<file path="src/rtl/lif_array_tm.sv">
// Array of leaky integrate-and-fire neurons sharing one update datapath.
// One channel update per cycle, result registered one cycle later.
module lif_array_tm #(
  parameter int N_CH     = 4,
  parameter int WIDTH    = 8,
  parameter int REF_BITS = 3,
  parameter int CH_BITS  = $clog2(N_CH)
) (
  input  logic                clk,
  input  logic                rst_n,
  input  logic                clr,
  input  logic                cur_valid,
  input  logic [CH_BITS-1:0]  cur_ch,
  input  logic [WIDTH-1:0]    current,
  input  logic [WIDTH-1:0]    threshold,
  input  logic [2:0]          leak_shift,
  input  logic                reset_mode,
  input  logic [REF_BITS-1:0] refrac_len,
  output logic                out_valid,
  output logic [CH_BITS-1:0]  out_ch,
  output logic                spike,
  output logic [WIDTH-1:0]    state,
  output logic [15:0]         spike_cnt
);

  localparam logic [CH_BITS:0] NCH_W = (CH_BITS+1)'(N_CH);

  logic [WIDTH-1:0]    u_q [N_CH];
  logic [REF_BITS-1:0] r_q [N_CH];

  logic                out_valid_q;
  logic [CH_BITS-1:0]  out_ch_q;
  logic                spike_q;
  logic [WIDTH-1:0]    state_q;
  logic [15:0]         cnt_q;

  logic                accept;
  logic [WIDTH-1:0]    cur_u;
  logic [REF_BITS-1:0] cur_r;
  logic [WIDTH-1:0]    leak;
  logic [WIDTH-1:0]    dec;
  logic [WIDTH:0]      sum;
  logic [WIDTH-1:0]    sat;
  logic                fire;
  logic [WIDTH-1:0]    u_d;
  logic [REF_BITS-1:0] r_d;

  always_comb begin
    accept = cur_valid && !clr && ({1'b0, cur_ch} < NCH_W);
    cur_u  = '0;
    cur_r  = '0;
    for (int i = 0; i < N_CH; i++) begin
      if (CH_BITS'(i) == cur_ch) begin
        cur_u = u_q[i];
        cur_r = r_q[i];
      end
    end
  end

  // Refractory channels decay but ignore their input current.
  always_comb begin
    leak = (leak_shift == 3'd0) ? '0 : (cur_u >> leak_shift);
    dec  = cur_u - leak;
    sum  = {1'b0, dec} +
           {1'b0, (cur_r == '0) ? current : '0};
    sat  = sum[WIDTH] ? '1 : sum[WIDTH-1:0];
    fire = (cur_r == '0) && (threshold != '0) &&
           (sat >= threshold);
    if (fire) begin
      u_d = reset_mode ? '0 : sat - threshold;
      r_d = refrac_len;
    end else begin
      u_d = sat;
      r_d = (cur_r == '0) ? '0 : cur_r - 1'b1;
    end
  end

  always_ff @(posedge clk or negedge rst_n) begin
    if (!rst_n) begin
      for (int i = 0; i < N_CH; i++) begin
        u_q[i] <= '0;
        r_q[i] <= '0;
      end
    end else if (clr) begin
      for (int i = 0; i < N_CH; i++) begin
        u_q[i] <= '0;
        r_q[i] <= '0;
      end
    end else if (accept) begin
      for (int i = 0; i < N_CH; i++) begin
        if (CH_BITS'(i) == cur_ch) begin
          u_q[i] <= u_d;
          r_q[i] <= r_d;
        end
      end
    end
  end

  always_ff @(posedge clk or negedge rst_n) begin
    if (!rst_n) begin
      out_valid_q <= 1'b0;
      out_ch_q    <= '0;
      spike_q     <= 1'b0;
      state_q     <= '0;
      cnt_q       <= '0;
    end else begin
      out_valid_q <= accept;
      if (accept) begin
        out_ch_q <= cur_ch;
        spike_q  <= fire;
        state_q  <= u_d;
        if (fire && cnt_q != 16'hFFFF)
          cnt_q <= cnt_q + 16'd1;
      end
    end
  end

  assign out_valid = out_valid_q;
  assign out_ch    = out_ch_q;
  assign spike     = spike_q;
  assign state     = state_q;
  assign spike_cnt = cnt_q;

endmodule

</file>
<file path="config.mk">
export PLATFORM = sky130hd
export DESIGN_NAME = lif_array_tm
export DESIGN_NICKNAME = d
export VERILOG_FILES = /design/src/rtl/lif_array_tm.sv
export SDC_FILE = /design/constraint.sdc
export NUM_CORES = 1
export LEC_CHECK = 0
export CORE_MARGIN = 2
export CORE_UTILIZATION = 35
export DETAILED_ROUTE_END_ITERATION = 10
export GPL_TIMING_DRIVEN = 0
export HOLD_SLACK_MARGIN = 0.08
export PLACE_DENSITY = 0.6
export SLEW_MARGIN = 15
export SYNTH_ARGS = -nofsm -noshare
export SYNTH_HDL_FRONTEND = slang
export SYNTH_SLANG_ARGS = --single-unit
export TNS_END_PERCENT = 30
</file>
<file path="constraint.sdc">
create_clock -name clk -period 7.5 [get_ports clk]
set_input_delay 1.875 -clock clk [delete_from_list [all_inputs] [get_ports clk]]
set_output_delay 1.875 -clock clk [all_outputs]
set_load 0.01 [all_outputs]
</file>
==> flow_metrics.env <==
export IMPL_outcome="finished clean"
export IMPL_path_clk_slew_ps=60
export IMPL_cp_arrival_ps=7540
export IMPL_hpwl_mm=9.47
export IMPL_insertion_delay_ps=340
export IMPL_cp_max_fo=10
export IMPL_crit_required_ps=7720
export IMPL_async_reset_ff_share_pct=100
export IMPL_first_global_vias=4212
export IMPL_htree_levels=3
export IMPL_pwr_share_seq_pct=22.9
export IMPL_area_delta_synth_final_pct=29.2
export IMPL_hold_viol=0
export IMPL_layout_common_cells="72 x dfrtp_1, 60 x nor2_1, 51 x clkdlybuf4s50_1, 43 x nand2_1, 35 x a211oi_1"
export IMPL_cts_tree="yes"
export IMPL_ys_warn_count=0
export IMPL_start_kind="primary input"
export IMPL_dr_pass1_iters=4
export IMPL_mostFrequentLayoutCell="dfrtp_1"
export IMPL_grt_pass1_wl_mm=21.4
export IMPL_cts_root_buf="clkbuf_16"
export IMPL_p_leak_nw=2.54
export IMPL_nets=641
export IMPL_wire_per_inst_um=17.6
export IMPL_synth_nets=562
export IMPL_min_path_type="flop to flop"
export IMPL_final_setup_viol_count=0
export IMPL_grt_start_max_net_pins=45
export IMPL_synthCells=506
export IMPL_port_buffers=53
export IMPL_switchingPower_uw=929
export IMPL_r2r_end="spike_cnt[6]$_DFFE_PN0P_"
export IMPL_place_inst=736
export IMPL_die_area_um2=14500
export IMPL_grt_busiest_layer="met2"
export IMPL_die_x_um=120
export IMPL_vdd_drop_max_v=0.000172
export IMPL_slew_headroom_pct=38.0
export IMPL_min_period_ps=7320
export IMPL_antenna_found_initial=0
export IMPL_worstRegToRegCells=24
export IMPL_synth_edf_count=0
export IMPL_drc=0
export IMPL_maxSlewViolCount=0
export IMPL_synth_area_um2=4730
export IMPL_rows=42
export IMPL_finalNonFillerCells=766
export IMPL_endpoint_kind="flop"
export IMPL_power_frac_comb_pct=57.2
export IMPL_start_util_pct=35.8
export IMPL_tightest_slew_ps=926
export IMPL_fmax_mhz=137
export IMPL_cts_hold_buf=0
export IMPL_gr_usage_met3_pct=3.30
export IMPL_seq_area_frac_synth_pct=38.1
export IMPL_fill_cells=1317
export IMPL_power_switching_share_pct=42.5
export IMPL_grt_usage_pct=18.8
export IMPL_clockPowerShare_pct=19.9
export IMPL_grt_overflow_total=0
export IMPL_finalHoldWorstSlack_ps=488
export IMPL_r2r_start="u_q[7]$_DFFE_PN0P_"
export IMPL_cts_sinks=72
export IMPL_holdPathStages=2
export IMPL_grt_util_met2_pct=30.8
export IMPL_drive_gt1_share_pct=15.6
export IMPL_postSynthAreaPerCell_um2=9.36
export IMPL_max_clock_path_buffers=2
export IMPL_p_int_mw=1.26
export IMPL_synth_ff_type="dfrtp_1"
export IMPL_antenna_left=0
export IMPL_worstHoldEndpoint="out_ch[0]$_DFFE_PN0P_"
export IMPL_worstSetupPathType="primary input to flop"
export IMPL_hold_start="out_ch[0]$_DFFE_PN0P_"
export IMPL_io_pins=57
export IMPL_vias=4281
export IMPL_r2r_slack_ps=1510
export IMPL_routed_wl_mm=13.5
export IMPL_core_area_um2=13200
export IMPL_period_share_pct=97.7
export IMPL_use_met1_pct=25.4
export IMPL_cts_made_buffers=9
export IMPL_powerDensity_nw_per_um2=357
export IMPL_p_total_mw=2.19
export IMPL_drv_cap=0
export IMPL_ys_types=58
export IMPL_skew_ps=4.41
export IMPL_drt_initial_drc_count=202
export IMPL_diodes=0
export IMPL_gp_congestion=0.846
export IMPL_die_y_um=120
export IMPL_synth_seq_cells=72
export IMPL_final_core_util_pct=46.2
export IMPL_via_per_inst=5.59
-- worst max-delay path, cell delays in order --
cell and delay [ps]:
buf_12 130, mux4_2 560, mux2_4 300, a221o_1 340, o21ai_2 100, ha_4 240
a21o_1 190, a21oi_2 140, o21bai_1 80, a21oi_1 190, xnor2_1 110, ha_1 300
buf_6 120, and3_4 210, a31oi_4 130, nor2b_4 180, ha_2 180, fa_2 370
nand2b_4 150, a21o_1 170, a221o_2 410, a21o_1 240, buf_6 150, or4_4 530
xnor2_1 140
-- per-stage QoR --
stage / setup WS, ps / cell area [µm²] / setup TNS (ps)
6_report: 175 / 6120 / 0
5_1_grt: -57.4 / 6120 / -349
4_1_cts: 8.66 / 5960 / 0
3_5_place_dp: -1130 / 5510 / -56880
3_3_place_gp: -1030 / 5490 / -49820
2_1_floorplan: 23.5 / 4740 / 0
-- worst max path at each step --
| stage | start | endpoint | slack, ps | cells past startpoint |
|---|---|---|---|---|
| 4_1_cts | cur_ch[0] | spike_cnt[6]$_DFFE_PN0P_ | 9 | 26 |
| 3_5_place_dp | cur_ch[1] | u_q[4]$_DFFE_PN0P_ | -1130 | 26 |
| 6_report | cur_ch[0] | spike_cnt[6]$_DFFE_PN0P_ | 180 | 25 |
| 5_1_grt | cur_ch[0] | spike_cnt[6]$_DFFE_PN0P_ | -60 | 26 |
| 2_1_floorplan | cur_ch[0] | spike_cnt[6]$_DFFE_PN0P_ | 20 | 25 |
| 3_3_place_gp | cur_ch[1] | u_q[28]$_DFFE_PN0P_ | -1030 | 30 |
-- timing repair --
item | in CTS | in global routing
pin swaps | 9 | 15
gates resized for setup | 25 | 34
setup endpoints to repair | 69 | 68
setup buffers | 7 | 6
cloned | 0 | 1
-- Yosys cell counts, types with 5 or more instances --
cell type / number / area (µm²)
ha_1: 24 / 300
nand3_1: 12 / 60.1
nand4_1: 6 / 37.5
nand2b_1: 6 / 37.5
mux4_1: 7 / 184
o21ai_0: 21 / 105
inv_1: 23 / 86.3
nor2_1: 61 / 229
a211oi_1: 36 / 270
xnor2_1: 15 / 131
dfrtp_1: 72 / 1800
nand3b_1: 5 / 37.5
a21o_1: 6 / 45.0
a21oi_1: 24 / 120
mux2i_1: 7 / 70.1
and2_1: 10 / 62.6
nand2_1: 45 / 169
nor4_1: 13 / 81.3
clkbuf_1: 21 / 78.8
or2_2: 6 / 37.5
nor3_1: 6 / 30.0
xor2_1: 9 / 78.8
-- layout make-up --
cell class                 count  area, µm²  share of cell area [%]
multi-input combinational    386       2900                    47.4
timing repair buffer          68        653                    10.7
tap                          176        220                    3.60
sequential                    72       1800                    29.4
clock inverter                 3       40.0                   0.654
clock buffer                  13        260                    4.25
buffer                        25        156                    2.56
inverter                      23       86.3                    1.41
-- flip-flops by register name, summed over array words and instances, names as in the netlist --
| name | flops |
|---|---|
| u_q | 32 |
| spike_cnt | 16 |
| r_q | 12 |
| state | 8 |
| out_ch | 2 |
| out_valid | 1 |
| spike | 1 |
-- per-layer routing --
metal | vias up | share of wire [%]
met1 | 2121 | 46
met3 | 20 | 4.4
met4 | 0 | 1.6
li1 | 2023 | -
met2 | 117 | 48
met5 | - | 0
-- power by group through the flow --
stage                     combinational, mW  sequential, mW  clock [mW]
final                                  1.25           0.501       0.436
after CTS                              1.16           0.500       0.440
after global routing                   1.36           0.508       0.458
after global placement                 1.04           0.505           0
after floorplan                       0.703           0.511           0
after detailed placement               1.05           0.505           0
-- logic make-up (layout without fill, tap and decap cells) --
logic type	Yosys count	count (layout)	share of synthesized area (%)
fa+ha+maj	27	27	7.61
flops	72	72	38.1
simple gates	191	191	19.9
buf+inv	48	132	4.20
compound gates	122	122	17.6
mux	22	22	8.22
xor+xnor	24	24	4.44
Note: power is estimated with default switching activity, not from simulation.
